[src/rtl/tri_addrcmp_bank.sv]
// Multi-entry watch-address compare bank: 2-stage compare pipeline with
// per-entry ignore-count granule, priority index, multi-hit and saturating hit counters.
module tri_addrcmp_bank #(
    parameter int WIDTH     = 36,
    parameter int ENTRIES   = 4,
    parameter int IDX_WIDTH = 2,
    parameter int IGN_WIDTH = 3,
    parameter int MAX_IGN   = 6,
    parameter int CNT_WIDTH = 8
) (
    input  logic                 clk,
    input  logic                 rst_b,
    input  logic                 wr_val,
    input  logic [IDX_WIDTH-1:0] wr_idx,
    input  logic [0:WIDTH-1]     wr_addr,
    input  logic [IGN_WIDTH-1:0] wr_ign,
    input  logic                 wr_ent_val,
    input  logic                 cmp_val,
    input  logic [0:WIDTH-1]     cmp_addr,
    input  logic                 cmp_flush,
    input  logic                 cnt_clr,
    input  logic [IDX_WIDTH-1:0] cnt_rd_idx,
    output logic [CNT_WIDTH-1:0] cnt_rd_data,
    output logic [ENTRIES-1:0]   entry_vld,
    output logic                 hit_val,
    output logic [ENTRIES-1:0]   hit_vec,
    output logic [IDX_WIDTH-1:0] hit_idx,
    output logic                 multi_hit
);

    localparam int NGRP = (WIDTH + 7) / 8;
    localparam int PADW = NGRP * 8;
    localparam logic [CNT_WIDTH-1:0] CNT_MAX   = '1;
    localparam logic [IGN_WIDTH-1:0] IGN_CLAMP = IGN_WIDTH'(MAX_IGN);

    logic [IGN_WIDTH-1:0] wr_ign_clamped;
    logic [ENTRIES-1:0]   vld_vec;
    logic [ENTRIES-1:0]   hit_d;
    logic [CNT_WIDTH-1:0] cnt_arr [ENTRIES];
    logic [IDX_WIDTH-1:0] idx_d;
    logic                 multi_d;
    logic                 s1_val_q;
    logic                 s2_load;
    logic                 hit_val_q;
    logic [ENTRIES-1:0]   hit_vec_q;
    logic [IDX_WIDTH-1:0] hit_idx_q;
    logic                 multi_hit_q;

    assign wr_ign_clamped = (wr_ign > IGN_CLAMP) ? IGN_CLAMP : wr_ign;
    assign s2_load        = s1_val_q & ~cmp_flush;

    genvar gi, gw, gg;
    generate
        for (gi = 0; gi < ENTRIES; gi++) begin : g_ent
            logic                 ent_vld_q;
            logic [0:WIDTH-1]     ent_addr_q;
            logic [IGN_WIDTH-1:0] ent_ign_q;
            logic [CNT_WIDTH-1:0] ent_cnt_q;
            logic [NGRP-1:0]      grp_eq_q;
            logic                 s1_vld_q;
            logic [PADW-1:0]      diff;
            logic [NGRP-1:0]      grp_eq_d;
            logic                 wr_sel;

            assign wr_sel = wr_val && (wr_idx == IDX_WIDTH'(gi));

            // diff is indexed by bit weight (0 = LSB); ignored low bits and padding read as equal
            for (gw = 0; gw < PADW; gw++) begin : g_bit
                if (gw < WIDTH) begin : g_real
                    assign diff[gw] = (cmp_addr[WIDTH-1-gw] ^ ent_addr_q[WIDTH-1-gw])
                                      & (int'(ent_ign_q) <= gw);
                end else begin : g_pad
                    assign diff[gw] = 1'b0;
                end
            end

            for (gg = 0; gg < NGRP; gg++) begin : g_grp
                assign grp_eq_d[gg] = ~|diff[gg*8 +: 8];
            end

            always_ff @(posedge clk or negedge rst_b) begin
                if (!rst_b) begin
                    ent_vld_q  <= 1'b0;
                    ent_addr_q <= '0;
                    ent_ign_q  <= '0;
                    ent_cnt_q  <= '0;
                    grp_eq_q   <= '0;
                    s1_vld_q   <= 1'b0;
                end else begin
                    if (wr_sel) begin
                        ent_vld_q  <= wr_ent_val;
                        ent_addr_q <= wr_addr;
                        ent_ign_q  <= wr_ign_clamped;
                    end
                    if (cmp_val) begin
                        grp_eq_q <= grp_eq_d;
                        s1_vld_q <= ent_vld_q;
                    end
                    if (cnt_clr || wr_sel) begin
                        ent_cnt_q <= '0;
                    end else if (hit_val_q && hit_vec_q[gi] && (ent_cnt_q != CNT_MAX)) begin
                        ent_cnt_q <= ent_cnt_q + 1'b1;
                    end
                end
            end

            assign vld_vec[gi] = ent_vld_q;
            assign cnt_arr[gi] = ent_cnt_q;
            assign hit_d[gi]   = s1_vld_q & (&grp_eq_q);
        end
    endgenerate

    always_comb begin
        idx_d = '0;
        for (int i = ENTRIES - 1; i >= 0; i--) begin
            if (hit_d[i]) idx_d = IDX_WIDTH'(i);
        end
        multi_d = |(hit_d & (hit_d - ENTRIES'(1)));
    end

    always_ff @(posedge clk or negedge rst_b) begin
        if (!rst_b) begin
            s1_val_q    <= 1'b0;
            hit_val_q   <= 1'b0;
            hit_vec_q   <= '0;
            hit_idx_q   <= '0;
            multi_hit_q <= 1'b0;
        end else begin
            s1_val_q  <= cmp_val & ~cmp_flush;
            hit_val_q <= s2_load;
            if (s2_load) begin
                hit_vec_q   <= hit_d;
                hit_idx_q   <= idx_d;
                multi_hit_q <= multi_d;
            end else begin
                hit_vec_q   <= '0;
                hit_idx_q   <= '0;
                multi_hit_q <= 1'b0;
            end
        end
    end

    assign entry_vld   = vld_vec;
    assign hit_val     = hit_val_q;
    assign hit_vec     = hit_vec_q;
    assign hit_idx     = hit_idx_q;
    assign multi_hit   = multi_hit_q;
    assign cnt_rd_data = (int'(cnt_rd_idx) < ENTRIES) ? cnt_arr[cnt_rd_idx] : '0;

endmodule
[config.mk]
export PLATFORM = sky130hd
export DESIGN_NAME = tri_addrcmp_bank
export DESIGN_NICKNAME = d
export VERILOG_FILES = /design/src/rtl/tri_addrcmp_bank.sv
export SDC_FILE = /design/constraint.sdc
export NUM_CORES = 1
export LEC_CHECK = 0
export BUFFER_PORTS_ARGS = -buffer_cell sky130_fd_sc_hd__buf_2
export CELL_PAD_IN_SITES_DETAIL_PLACEMENT = 0
export CELL_PAD_IN_SITES_GLOBAL_PLACEMENT = 1
export CORE_MARGIN = 2
export CORE_UTILIZATION = 25
export DETAILED_ROUTE_END_ITERATION = 6
export PLACE_DENSITY = 0.56
export SETUP_SLACK_MARGIN = 0.02
export SYNTH_ARGS = -nofsm -noshare
export SYNTH_HDL_FRONTEND = slang
export SYNTH_SLANG_ARGS = --single-unit
[constraint.sdc]
create_clock -name clk -period 1.68 [get_ports clk]
set_clock_uncertainty 0.05 [all_clocks]
set_input_delay 0.084 -clock clk [delete_from_list [all_inputs] [get_ports clk]]
set_output_delay 0.084 -clock clk [all_outputs]
set_load 0.01 [all_outputs]
==> results.toml <==
[run_status]
status = "finished with violations"
violations = "setup timing"

[critical_path]
rr_startpoint = "g_ent[0].ent_cnt_q[1]"
end_kind = "primary output"
path_class = "register to primary output"
critical_path_required_ps = 1550
cp.arrival_ps = 1720
critPathLaunchType = "register"
crit_fanout = 3
startpoint = "g_ent[0].ent_cnt_q[1]"

[cells_and_area]
seq_area_mm2 = 0.005637
fill_cells = 4272
area_delta_synth_final_pct = 34.75
multi_input_area_mm2 = 0.005177
instances_no_fill = 1707
layout-drive-gt1-share_pct = 41.48
postLayoutCellArea_mm2 = 0.01458
layout.nets = 1188

[synthesis]
avgSynthCellArea_um2 = 12.33
synth-compound-area-share_pct = 5.468
synth.area.mux_share_pct = 18.99
ys_seq_elements = 225
synth-adder-area-share_pct = 0.5549
yosysUniqueCellTypes = 49
syn-num-nets = 968
ys_seq_area_share_pct = 52.02
synth_xor_area_share_pct = 12.38
synth_ff_type = "dfrtp_1"
synth_most_common_cell = "dfrtp_1"
synth_edf_count = 0
synth_area_mm2 = 0.01082
ys_warn_count = 0
synth_common_cells = "225 x dfrtp_1, 163 x mux2_2, 115 x xnor2_1, 38 x xor2_1, 35 x clkbuf_1"
synth_top_family_by_area = "multiplexers"
ys_top_cells_by_area = "dfrtp_1 52%, mux2_2 17%, xnor2_1 9.3%, xor2_1 3.1%, mux4_2 1.7%"
syn_inst = 878
synthSimpleGateAreaFrac_pct = 7.780
ys_async_sr_fraction_pct = 100.0
synth_top_cell_by_area = "dfrtp_1"
synth_top_area_share_pct = 52.02

[global_route]
first_global_vias = 7975
antenna_found_initial = 1
grt_max_degree = 58
grt_use_total_pct = 13.00
grt-ovfl-total = 0
grt_pass1_wl_mm = 45.45

[power]
p_leak_nw = 6.130
ir_drop_v = 0.0006884
p_per_area_mw_per_mm2 = 1070

[job]
max_cap_viol_count = 0

[clocking]
clk_latency_ps = 560
clk_path_buf_depth = 3
cts_buffers = 29
clkSinkCount = 225
cts_root_buf = "clkbuf_16"
cts_tree = "yes"
path_clk_slew_ps = 60
cts_htree_levels = 1

[floorplan]
die_w_um = 212.1
std_cell_rows = 76
dieArea_mm2 = 0.04497
die_h_um = 212.1
ios = 106
coreArea_mm2 = 0.04289
initial_core_util_pct = 25.24

[timing]
setup_tns_ps = -1279
final-setup-viol-count = 15
slew_headroom_pct = 64.73
drv_slew = 0
finalHoldViolCount = 0
period_minus_slack_ps = 1852
rsz0062_at_grt = "yes"
fmax_mhz = 539.9
worst_slew_pin_slew_ps = 529.0
post-route-period-util_pct = 110.2
final.setup.worst_slack_ps = -172.1

[detailed_routing]
totalWireLength_mm = 28.87
firstDrtPassIters = 4
antenna_left = 0
dr_total_vias = 7493
vias_per_cell = 4.390
drtIter0Drc = 284
wire_per_inst_um = 16.91
drc = 0

[place]
placed_area_mm2 = 0.01244
place_inst = 1570
globalplace.congestion = 0.8095
dp_slack_ps = -92.52
dp_hpwl_mm = 19.72
io_buffers = 105

[hold_path]
hold_class = "input port to asynchronous set/reset pin"
[registers in the layout, summed over array words and instances, names as in the netlist]
signal	count
g_ent.ent_vld_q	4
hit_vec	4
hit_val	1
multi_hit	1
g_ent.ent_addr_q	144
g_ent.grp_eq_q	20
hit_idx	2
g_ent.ent_cnt_q	32
s1_val_q	1
g_ent.ent_ign_q	12
g_ent.s1_vld_q	4
[power breakdown]
group,switching (mW),leakage (nW),total [mW],internal (mW)
combinational,1.08,2.86,2.50,1.41
sequential,0.522,2.79,6.73,6.21
clock,2.44,0.483,6.38,3.94
[repair_timing]
item | CTS | global route
endpoints found under the hold margin | 411 | 0
gates resized for setup | 45 | 47
pin swaps | 11 | 17
gates cloned | 1 | 0
buffers inserted | 30 | 7
hold buffers | 49 | 0
endpoints found under the setup margin | 17 | 32
[routing by layer]
layer	up-vias	global-route usage [%]	wire, µm
li1	3550	-	-
met1	3777	17.58	13410
met2	120	21.61	13760
met3	44	2.408	1072
met4	2	2.841	612
met5	-	0	16
[cell families after synthesis]
| logic type | Yosys count |
|---|---|
| flops | 225 |
| mux | 175 |
| simple gates | 158 |
| xor+xnor | 153 |
| compound gates | 90 |
| buf+inv | 72 |
| fa+ha+maj | 5 |
[critical path, stage by stage (launching register included)]
cell     delay [ps]
dfrtp_1         400
buf_6           130
mux4_2          490
buf_6           150
[worst paths after layout]
kind / end / cells past startpoint / slack, ps
setup / recovery: cnt_rd_data[1] / 3 / -170
hold / removal: g_ent[0].ent_addr_q[32] / 2 / 30
setup reg to reg: g_ent[0].ent_cnt_q[5] / 6 / -110
hold reg to reg: g_ent[2].grp_eq_q[3] / 1 / 420
max in group asynchronous: g_ent[2].ent_cnt_q[2] / 3 / 910
min in group clk: g_ent[3].grp_eq_q[3] / 5 / 30
[per-stage QoR]
step / power, mW / hold slack [ps] / utilization, %
after detailed placement: 9.272 / 29.35 / 29.01
after CTS: 15.88 / 7.193 / 33.44
after global routing: 16.42 / 35.03 / 34.00
after global placement: 9.225 / 42.87 / 29.01
after floorplan: 8.416 / -261.6 / -
final: 15.61 / 25.83 / 34.01
[layout by cell type, fill, tap and decap left out, types with 4 or more instances in the layout]
master         instances
dfrtp_1              220
mux2_2               163
xnor2_1              115
buf_2                 97
buf_4                 57
dlygate4sd3_1         49
xor2_1                37
buf_6                 31
nand2_1               29
nor2_1                29
clkbuf_16             29
nand4_1               26
nor3_1                19
inv_1                 15
a21oi_1               14
o21ai_0               13
a21o_1                13
buf_12                11
a21oi_2                9
mux4_2                 8
clkbuf_8               7
clkbuf_1               7
and4_1                 6
or3_4                  6
nor4_1                 5
nand3_1                5
o21ai_1                5
or3_1                  5
dfrtp_2                5
nand2b_1               4
a211oi_1               4
mux2i_1                4
o31ai_1                4
clkinv_2               4
[final cells by class]
type / count / share of cell area, %
inverter: 15 / 0.3861
clock buffer: 43 / 5.817
clock inverter: 11 / 0.9780
multi-input combinational: 581 / 35.50
timing repair buffer: 246 / 13.63
tap: 585 / 5.019
antenna: 1 / 0.01716
sequential: 225 / 38.65
(Power assumes the default switching activity.)
